**config.mk**
```make
export PLATFORM = sky130hd
export DESIGN_NAME = cnn_layer_accel_trans_eg_ser
export DESIGN_NICKNAME = d
export VERILOG_FILES = /design/src/rtl/cnn_layer_accel_trans_eg_pkg.sv /design/src/rtl/cnn_layer_accel_trans_eg_beat_mux.sv /design/src/rtl/cnn_layer_accel_trans_eg_ser.sv
export SDC_FILE = /design/constraint.sdc
export NUM_CORES = 2
export LEC_CHECK = 0
export CAP_MARGIN = 5
export CORE_AREA = 2 2 490 492
export DETAILED_ROUTE_END_ITERATION = 7
export DIE_AREA = 0 0 492 494
export PLACE_DENSITY = 0.53
export SYNTH_ARGS = -nofsm -noshare
export SYNTH_HDL_FRONTEND = slang
export SYNTH_SLANG_ARGS = --single-unit
```
**constraint.sdc**
```tcl
create_clock -name clk -period 3.77 [get_ports clk]
set_input_delay 0.377 -clock clk [delete_from_list [all_inputs] [get_ports clk]]
set_output_delay 0.377 -clock clk [all_outputs]
set_load 0.02 [all_outputs]
```
**src/rtl/cnn_layer_accel_trans_eg_pkg.sv**
```systemverilog
// ============================================================================
// Module : cnn_layer_accel_trans_eg_pkg
// Desc   : Meta field layout, FSM state and meta struct for the egress serializer.
// Rev    : 1.0
// ============================================================================
`default_nettype none

package cnn_layer_accel_trans_eg_pkg;

  localparam int META_W     = 64;
  localparam int NBEAT_LSB  = 0;
  localparam int NBEAT_W    = 3;
  localparam int HDR_EN_BIT = 8;
  localparam int EOP_BIT    = 9;
  localparam int TAG_LSB    = 16;
  localparam int TAG_W      = 48;

  typedef enum logic [1:0] {
    ST_IDLE     = 2'd0,
    ST_WAIT_VLD = 2'd1,
    ST_HDR      = 2'd2,
    ST_DATA     = 2'd3
  } state_e;

  typedef struct packed {
    logic [TAG_W-1:0]   tag;
    logic               eop;
    logic               hdr_en;
    logic [NBEAT_W-1:0] nbeat_m1;
  } meta_t;

endpackage

`default_nettype wire

```
**src/rtl/cnn_layer_accel_trans_eg_beat_mux.sv**
```systemverilog
// ============================================================================
// Module : cnn_layer_accel_trans_eg_beat_mux
// Desc   : Registered egress beat: payload slice by beat index or header tag.
// Rev    : 1.0
// ============================================================================
`default_nettype none

module cnn_layer_accel_trans_eg_beat_mux
  import cnn_layer_accel_trans_eg_pkg::*;
#(
  parameter int C_PYLD_WTH = 1024,
  parameter int C_OUT_WTH  = 128
) (
  input  logic                  clk,
  input  logic                  rst_n,
  input  logic                  ld_i,
  input  logic                  hdr_i,
  input  logic                  last_i,
  input  logic [NBEAT_W-1:0]    idx_i,
  input  logic [TAG_W-1:0]      tag_i,
  input  logic [C_PYLD_WTH-1:0] pyld_i,
  output logic [C_OUT_WTH-1:0]  tdata_o,
  output logic                  tuser_o,
  output logic                  tlast_o
);

  localparam int C_BEATS = C_PYLD_WTH / C_OUT_WTH;

  logic [C_OUT_WTH-1:0] w_slice [C_BEATS];
  logic [C_OUT_WTH-1:0] w_tag_ext;
  logic [C_OUT_WTH-1:0] tdata_q;
  logic                 tuser_q;
  logic                 tlast_q;

  // Beat 0 is the least significant slice of the payload.
  for (genvar g = 0; g < C_BEATS; g++) begin : g_slice
    assign w_slice[g] = pyld_i[g*C_OUT_WTH +: C_OUT_WTH];
  end

  assign w_tag_ext = {{(C_OUT_WTH-TAG_W){1'b0}}, tag_i};

  always_ff @(posedge clk or negedge rst_n) begin
    if (!rst_n) begin
      tdata_q <= '0;
      tuser_q <= 1'b0;
      tlast_q <= 1'b0;
    end else if (ld_i) begin
      tdata_q <= hdr_i ? w_tag_ext : w_slice[idx_i];
      tuser_q <= hdr_i;
      tlast_q <= last_i;
    end
  end

  assign tdata_o = tdata_q;
  assign tuser_o = tuser_q;
  assign tlast_o = tlast_q;

endmodule

`default_nettype wire

```
**src/rtl/cnn_layer_accel_trans_eg_ser.sv**
```systemverilog
// ============================================================================
// Module : cnn_layer_accel_trans_eg_ser
// Desc   : Drains the egress FIFO and serializes each entry onto a stream port.
// Rev    : 1.0
// ============================================================================
`default_nettype none

module cnn_layer_accel_trans_eg_ser
  import cnn_layer_accel_trans_eg_pkg::*;
#(
  parameter int C_META_WTH = 64,
  parameter int C_PYLD_WTH = 1024,
  parameter int C_OUT_WTH  = 128
) (
  input  logic                             clk,
  input  logic                             rst_n,
  input  logic [C_META_WTH+C_PYLD_WTH-1:0] fifo_dout,
  input  logic                             fifo_empty,
  input  logic                             fifo_valid,
  input  logic                             fifo_rd_rst_busy,
  output logic                             fifo_rd_en,
  output logic [C_OUT_WTH-1:0]             m_tdata,
  output logic                             m_tvalid,
  input  logic                             m_tready,
  output logic                             m_tlast,
  output logic                             m_tuser,
  output logic                             busy,
  output logic [31:0]                      pkt_cnt,
  output logic                             err_unexp_vld
);

  state_e                state_q, state_d;
  logic [NBEAT_W-1:0]    idx_q, idx_d;
  logic                  tvalid_q, tvalid_d;
  logic [31:0]           pkt_cnt_q, pkt_cnt_d;
  logic                  err_q;
  logic                  run_q;
  logic [C_PYLD_WTH-1:0] pyld_q;
  meta_t                 meta_q;

  meta_t                 w_meta_new;
  logic                  w_can_rd, w_hs, w_rd_en;
  logic                  w_ld, w_ld_hdr, w_ld_last, w_src_new;
  logic [NBEAT_W-1:0]    w_ld_idx;
  logic [C_PYLD_WTH-1:0] w_pyld;
  logic [TAG_W-1:0]      w_tag;
  logic                  w_unused;

  assign w_meta_new = {fifo_dout[C_PYLD_WTH+TAG_LSB +: TAG_W],
                       fifo_dout[C_PYLD_WTH+EOP_BIT],
                       fifo_dout[C_PYLD_WTH+HDR_EN_BIT],
                       fifo_dout[C_PYLD_WTH+NBEAT_LSB +: NBEAT_W]};

  assign w_unused = ^{fifo_dout[C_PYLD_WTH+NBEAT_W +: HDR_EN_BIT-NBEAT_W],
                      fifo_dout[C_PYLD_WTH+EOP_BIT+1 +: TAG_LSB-EOP_BIT-1],
                      meta_q.hdr_en};

  // run_q keeps the read strobe low while rst_n is asserted.
  assign w_can_rd  = run_q && !fifo_empty && !fifo_rd_rst_busy;
  assign w_hs      = tvalid_q && m_tready;
  assign w_pyld    = w_src_new ? fifo_dout[C_PYLD_WTH-1:0] : pyld_q;
  assign w_tag     = w_src_new ? w_meta_new.tag : meta_q.tag;

  always_comb begin
    state_d   = state_q;
    idx_d     = idx_q;
    tvalid_d  = tvalid_q;
    pkt_cnt_d = pkt_cnt_q;
    w_rd_en   = 1'b0;
    w_ld      = 1'b0;
    w_ld_hdr  = 1'b0;
    w_ld_idx  = '0;
    w_ld_last = 1'b0;
    w_src_new = 1'b0;
    case (state_q)
      ST_IDLE: begin
        if (w_can_rd) begin
          w_rd_en = 1'b1;
          state_d = ST_WAIT_VLD;
        end
      end
      ST_WAIT_VLD: begin
        // First beat loads straight from the FIFO output to save a cycle.
        if (fifo_valid) begin
          w_ld      = 1'b1;
          w_src_new = 1'b1;
          idx_d     = '0;
          tvalid_d  = 1'b1;
          if (w_meta_new.hdr_en) begin
            state_d  = ST_HDR;
            w_ld_hdr = 1'b1;
          end else begin
            state_d   = ST_DATA;
            w_ld_last = w_meta_new.eop && (w_meta_new.nbeat_m1 == '0);
          end
        end
      end
      ST_HDR: begin
        if (w_hs) begin
          state_d   = ST_DATA;
          w_ld      = 1'b1;
          w_ld_last = meta_q.eop && (meta_q.nbeat_m1 == '0);
        end
      end
      ST_DATA: begin
        if (w_hs) begin
          if (idx_q == meta_q.nbeat_m1) begin
            pkt_cnt_d = pkt_cnt_q + 32'd1;
            tvalid_d  = 1'b0;
            if (w_can_rd) begin
              w_rd_en = 1'b1;
              state_d = ST_WAIT_VLD;
            end else begin
              state_d = ST_IDLE;
            end
          end else begin
            idx_d     = idx_q + NBEAT_W'(1);
            w_ld      = 1'b1;
            w_ld_idx  = idx_d;
            w_ld_last = meta_q.eop && (idx_d == meta_q.nbeat_m1);
          end
        end
      end
      default: state_d = ST_IDLE;
    endcase
  end

  always_ff @(posedge clk or negedge rst_n) begin
    if (!rst_n) begin
      state_q   <= ST_IDLE;
      idx_q     <= '0;
      tvalid_q  <= 1'b0;
      pkt_cnt_q <= '0;
      err_q     <= 1'b0;
      run_q     <= 1'b0;
      pyld_q    <= '0;
      meta_q    <= '0;
    end else begin
      state_q   <= state_d;
      idx_q     <= idx_d;
      tvalid_q  <= tvalid_d;
      pkt_cnt_q <= pkt_cnt_d;
      run_q     <= 1'b1;
      err_q     <= err_q | (fifo_valid && (state_q != ST_WAIT_VLD));
      if ((state_q == ST_WAIT_VLD) && fifo_valid) begin
        pyld_q <= fifo_dout[C_PYLD_WTH-1:0];
        meta_q <= w_meta_new;
      end
    end
  end

  cnn_layer_accel_trans_eg_beat_mux #(
    .C_PYLD_WTH (C_PYLD_WTH),
    .C_OUT_WTH  (C_OUT_WTH)
  ) u_beat_mux (
    .clk     (clk),
    .rst_n   (rst_n),
    .ld_i    (w_ld),
    .hdr_i   (w_ld_hdr),
    .last_i  (w_ld_last),
    .idx_i   (w_ld_idx),
    .tag_i   (w_tag),
    .pyld_i  (w_pyld),
    .tdata_o (m_tdata),
    .tuser_o (m_tuser),
    .tlast_o (m_tlast)
  );

  assign fifo_rd_en    = w_rd_en;
  assign m_tvalid      = tvalid_q;
  assign busy          = (state_q != ST_IDLE);
  assign pkt_cnt       = pkt_cnt_q;
  assign err_unexp_vld = err_q;

endmodule

`default_nettype wire
```
# == After elaboration in Yosys (flattened, before gate mapping) ==
# Index checks and enable logic that the tools add are counted.
# totals
reg_bits,1246
input_bits,1094
# classes
add_sub_neg,2
order_cmp,1
n_eq_ne,12
muxes,44
bitwise_logic,2
n_reduce_logical,19
# ops
operator,n
1024-bit two-way mux,1
128-bit binary-select mux with 3-bit select,1
128-bit two-way mux,3
48-bit two-way mux,1
32-bit by 1-bit adder with 32-bit output (second input constant),1
1-bit two-way mux,21
3-bit two-way mux,6
2-bit inequality test (second input constant),6
2-bit two-way mux,5
1-bit logical AND,8
2-bit one-hot mux with 4 select lines,1
4-bit AND reduction,2
3-bit equality test,2
3-bit logical NOT,2
1-bit one-hot mux with 3 select lines,2
3-bit one-hot mux with 2 select lines,1
5-bit AND reduction,1
2-bit equality test (second input constant),2
4-bit greater-or-equal comparator (second input constant),1
3-bit NOT with 4-bit output,1
1-bit one-hot mux with 2 select lines,2
2-bit nonzero test,2
3-bit by 1-bit adder with 3-bit output (second input constant),1
3-bit AND reduction,1
other kinds (5),6

# == Depth between registers and ports, before layout ==
# depth
word_depth,9
depth_mapped,11
mapped_depth_nobuf,7

# == By module ==
# A second synthesis with hierarchy kept.
# unflattened
cells_unflattened,3723
hier_area_um2,55299.3
# modules_own_cells
module,instances,cells_per_inst,area_each_um2
cnn_layer_accel_trans_eg_ser,1,2505,41947.7
cnn_layer_accel_trans_eg_beat_mux,1,1218,13351.6

# == Worst setup path after synthesis ==
# Ideal clock, no wire load.
# synth_path
path_kind,reg-to-reg
startpoint,register state_q[1]
endpoint,"register u_beat_mux.tdata_q[115], in the netlist u_beat_mux.tdata_o[115]"
setup_ns,0.131
t_arrival_ns,2.375
required_ns,3.639
setup_slack_ns,1.264
stages_incl_launch_ff,10
path_cell_list,dfrtp_1 > inv_1 > ha_1 > and2_1 > buf_2 > buf_2 > mux4_2 > and2_1 > a2111oi_1 > o31ai_2
# synth_between
elab_chain_cells,7
word_cells_on_any_way,13
classes_between,eq/ne: 3; mux: 9; bitwise: 1
# synth_lines
item,line,text
from (decl),cnn_layer_accel_trans_eg_ser.sv:32,"state_e state_q, state_d;"
from (signal assigned),cnn_layer_accel_trans_eg_ser.sv:139,state_q <= state_d;
2-bit by 1-bit equality test with 1-bit output or 2-bit equality test (tied branches),cnn_layer_accel_trans_eg_ser.sv:75,case (state_q)
1-bit two-way mux or 3-bit two-way mux (tied branches),cnn_layer_accel_trans_eg_ser.sv:75,
1024-bit two-way mux or 3-bit NOT with 4-bit output (tied branches),"cnn_layer_accel_trans_eg_ser.sv:61, cnn_layer_accel_trans_eg_beat_mux.sv:48",
128-bit binary-select mux with 3-bit select,cnn_layer_accel_trans_eg_beat_mux.sv:48,tdata_q <= hdr_i ? w_tag_ext : w_slice[idx_i];
128-bit two-way mux (not written as such) (2 in series),cnn_layer_accel_trans_eg_beat_mux.sv:48,
128-bit two-way mux,cnn_layer_accel_trans_eg_beat_mux.sv:48,
to (signal assigned),cnn_layer_accel_trans_eg_beat_mux.sv:48,
to (decl),cnn_layer_accel_trans_eg_beat_mux.sv:31,logic [C_OUT_WTH-1:0] tdata_q;
# Several ways; a longest one is shown, not always the timed one. The select of a mux whose other input is x is not followed.
# A chain may end at the register's enable or synchronous reset.

# == Worst setup path in the final report ==
# layout_path
startpoint,register idx_q[0]
endpoint,"register u_beat_mux.tdata_q[55], in the netlist u_beat_mux.tdata_o[55]"
# layout_between
elab_chain_cells,9
word_cells_on_any_way,13
classes_between,add/sub: 1; eq/ne: 1; mux: 10; bitwise: 1
# layout_lines
item,line,text
from (decl),cnn_layer_accel_trans_eg_ser.sv:33,"logic [NBEAT_W-1:0] idx_q, idx_d;"
from (signal assigned),cnn_layer_accel_trans_eg_ser.sv:140,idx_q <= idx_d;
3-bit by 1-bit adder with 3-bit output or 3-bit equality test (tied branches),"cnn_layer_accel_trans_eg_ser.sv:117, cnn_layer_accel_trans_eg_ser.sv:107",
3-bit two-way mux,cnn_layer_accel_trans_eg_ser.sv:107,if (idx_q == meta_q.nbeat_m1) begin
3-bit two-way mux,cnn_layer_accel_trans_eg_ser.sv:106,if (w_hs) begin
3-bit two-way mux,cnn_layer_accel_trans_eg_ser.sv:75,
3-bit NOT with 4-bit output (not written as such),cnn_layer_accel_trans_eg_beat_mux.sv:48,
128-bit binary-select mux with 3-bit select,cnn_layer_accel_trans_eg_beat_mux.sv:48,
128-bit two-way mux (not written as such) (2 in series),cnn_layer_accel_trans_eg_beat_mux.sv:48,
128-bit two-way mux,cnn_layer_accel_trans_eg_beat_mux.sv:48,
# Several ways; a longest one is shown, not always the timed one. The select of a mux whose other input is x is not followed.

==> results.toml <==
[detailed_routing]
drc = 0
drtIter0Drc = 3644
avgViaCountPerCell = 4.65
wl_per_cell_um = 24.7
routed_wl_um = 257000
dr.pass1.iters = 6
vias = 48200
ant_nets = 0

[synthesis]
avgSynthCellArea_um2 = 9.85
synth-edff-count = 0
ys_warn_count = 0
ys_seq_elements = 1198
synthArstFlopShare_pct = 100
synth_top_area_share_pct = 52.7
synth.area.top_cells = "dfrtp_1, nand2_1, mux2i_1"
yosysTopAreaCell = "dfrtp_1"
synth-seq-area-share_pct = 52.7
syn-num-nets = 6877
ys_types = 58
synthCells = 5776
ys.flop_type = "dfrtp_1"
synth_area_mm2 = 0.0569

[grt]
antenna_found_initial = 125
grt_use_met2_pct = 34.7
grt_pass1_wl_um = 361000
use_met3_pct = 6.18
grt_pass1_vias = 49100
grtUsageMet1_pct = 24.2
top_usage_layer = "met2"
grt_max_degree = 134
grt_remaining_overflow = 0
grtUsageTotal_pct = 20.5

[critical_path]
crit_fanout = 80
cp-end-kind = "flop"
crit_top_cell = "buf_12"
required_ps = 4410
startpoint_type = "flop"
crit_chain = "ha_1, inv_1, a21oi_4, buf_12, nand2_4, buf_12, a2111oi_0, buf_4, o31ai_1"
path_class = "flop to flop"
cpLargestDelayFamily = "compound AO/OA/AOI/OAI gates"
worstPathBufferInverterCount = 4
max_stage_delay_ps = 820
crit_slowest_cell = "a2111oi_0"
cp.arrival_ps = 4130

[layout]
area_delta_synth_final_pct = 40.2
final_nets = 8142
drive_gt1_share_pct = 10.1
final_common_cell = "nand2_1"
finalNonFillerCells = 10400
final_cell_mix = "nand2_1, clkdlybuf4s50_1, dfrtp_1"
fin_util_pct = 33.6

[placement]
port_buffers = 1248
gp_congestion = 0.883
dp_hpwl_um = 192000
place_inst = 10100

[clock_network]
cts_sinks = 1198
cts-root-buf = "clkbuf_16"
clk_pin_slew_worst_paths_ps = 60
cts_htree_levels = 4
cts_tree = "built"
clockBufferDepth = 3
cts_setup_buffers = 0
numCtsBuffers = 146
clk_latency_ps = 790

[floorplan]
fp.dieW_um = 492
initial_utilization_pct = 24.0
die_h_um = 494
fp-row-count = 179
die_area_mm2 = 0.243
core_area_mm2 = 0.237
ioPinCount = 1260

[sta]
final-hold-violation-count = 0
fin_hold_ws_ps = 131
period_needed_ps = 3490
slew_headroom_pct = 22.0
final_max_slew_viol_count = 0
rsz0062_at_grt = "no"
setup_violations = 0
fin_skew_ps = 48.1
max_freq_mhz = 286
period_share_pct = 92.7
worst_slew_pin_slew_ps = 1150

[power_and_ir_drop]
p_total_mw = 61.8
p_per_area_mw_per_mm2 = 775
p_leak_nw = 37.5
ir_worst_vdd_mv = 0.587

[job]
drv_cap = 0

[hold_path]
min_path_type = "input port to flop"

[outcome]
status = "finished clean"
==> cell type report <==
| class | count | area (µm²) |
|---|---|---|
| clock buffer | 206 | 4240 |
| inverter | 389 | 1460 |
| multi-input combinational | 3800 | 23900 |
| sequential | 1198 | 30000 |
| fill | 24100 | 158000 |
| tap | 3167 | 3960 |
| clock inverter | 58 | 912 |
| antenna | 53 | 133 |
| timing repair buffer | 1506 | 15200 |
==> layer usage <==
layer  routed length, µm  part of all wire (%)
met3               20300                   7.9
met1               99800                    39
met4               10400                   4.1
met5                 759                  0.30
met2              125000                    49
==> logic make-up after synthesis <==
kind of cell / Yosys count / synth area share, %
other cells: 1 / 0.00659
flops: 1198 / 52.7
fa+ha+maj: 7 / 0.154
buf+inv: 778 / 5.72
xor+xnor: 40 / 0.655
simple gates: 2379 / 16.9
compound gates: 673 / 8.51
mux: 700 / 15.4
==> tightest hold or removal path, delay by kind of cell <==
family,cells,cell delay (ps)
simple gates,2,130
buf+inv,1,390
==> sequential cells by signal, summed over array words and instances, names as in the netlist <==
register / count
pyld_q: 1024
pkt_cnt: 32
idx_q: 3
run_q: 1
state_q: 2
u_beat_mux.tdata_o: 128
meta_q: 4
m_tvalid: 1
u_beat_mux.tuser_o: 1
u_beat_mux.tlast_o: 1
err_unexp_vld: 1
==> synthesized netlist by cell type, drive strengths merged, types with 2 or more instances <==
library cell / instances
nand2: 2122
dfrtp: 1198
mux2i: 559
inv: 389
a21oi: 240
buf: 229
clkbuf: 160
mux4: 139
o31ai: 118
a2111oi: 117
and2: 95
a22oi: 85
o22ai: 70
nand3: 56
nor4b: 48
xor2: 21
nor2: 19
xnor2: 19
a211oi: 12
o41ai: 11
nand4: 10
nor3: 9
ha: 7
o21ai: 7
or4: 5
and3: 4
nand2b: 3
nor4: 3
a21o: 2
a22o: 2
a311oi: 2
a31oi: 2
and4: 2
mux2: 2
o311ai: 2
==> metrics by stage <==
stage          setup TNS, ps  area [µm²]  setup slack (ps)
4_1_cts                    0       79700              98.2
3_5_place_dp           -53.8       74500             -53.8
3_3_place_gp               0       74500              39.3
5_1_grt                    0       79800              10.2
6_report                   0       79800               276
2_1_floorplan              0       56900              1260
==> final timing paths <==
path | startpoint | end | slack (ps) | cells past startpoint
setup / recovery | idx_q[0]$_DFFE_PN0P_ | u_beat_mux.tdata_o[55]$_DFFE_PN0P_ | 280 | 9
setup reg to reg | idx_q[0]$_DFFE_PN0P_ | u_beat_mux.tdata_o[55]$_DFFE_PN0P_ | 280 | 9
hold reg to reg | pyld_q[202]$_DFFE_PN0N_ | pyld_q[202]$_DFFE_PN0N_ | 470 | 2
max in group asynchronous | rst_n | pyld_q[146]$_DFFE_PN0N_ | 2250 | 3
hold / removal | fifo_dout[224] | pyld_q[224]$_DFFE_PN0N_ | 130 | 3
min in group asynchronous | rst_n | pyld_q[76]$_DFFE_PN0N_ | 230 | 2
==> where the power goes <==
part,internal [mW],switching (mW)
clock network,8.90,6.25
logic,10.5,15.0
registers,18.8,2.35
==> repair_timing <==
item / in CTS / in global routing
pin swaps: 0 / 0
hold buffers: 1 / 0
resized for setup: 2 / 1
endpoints found under the hold margin: 99 / 0
setup endpoints to repair: 1 / 1
Note: power is estimated with default switching activity, not from simulation.
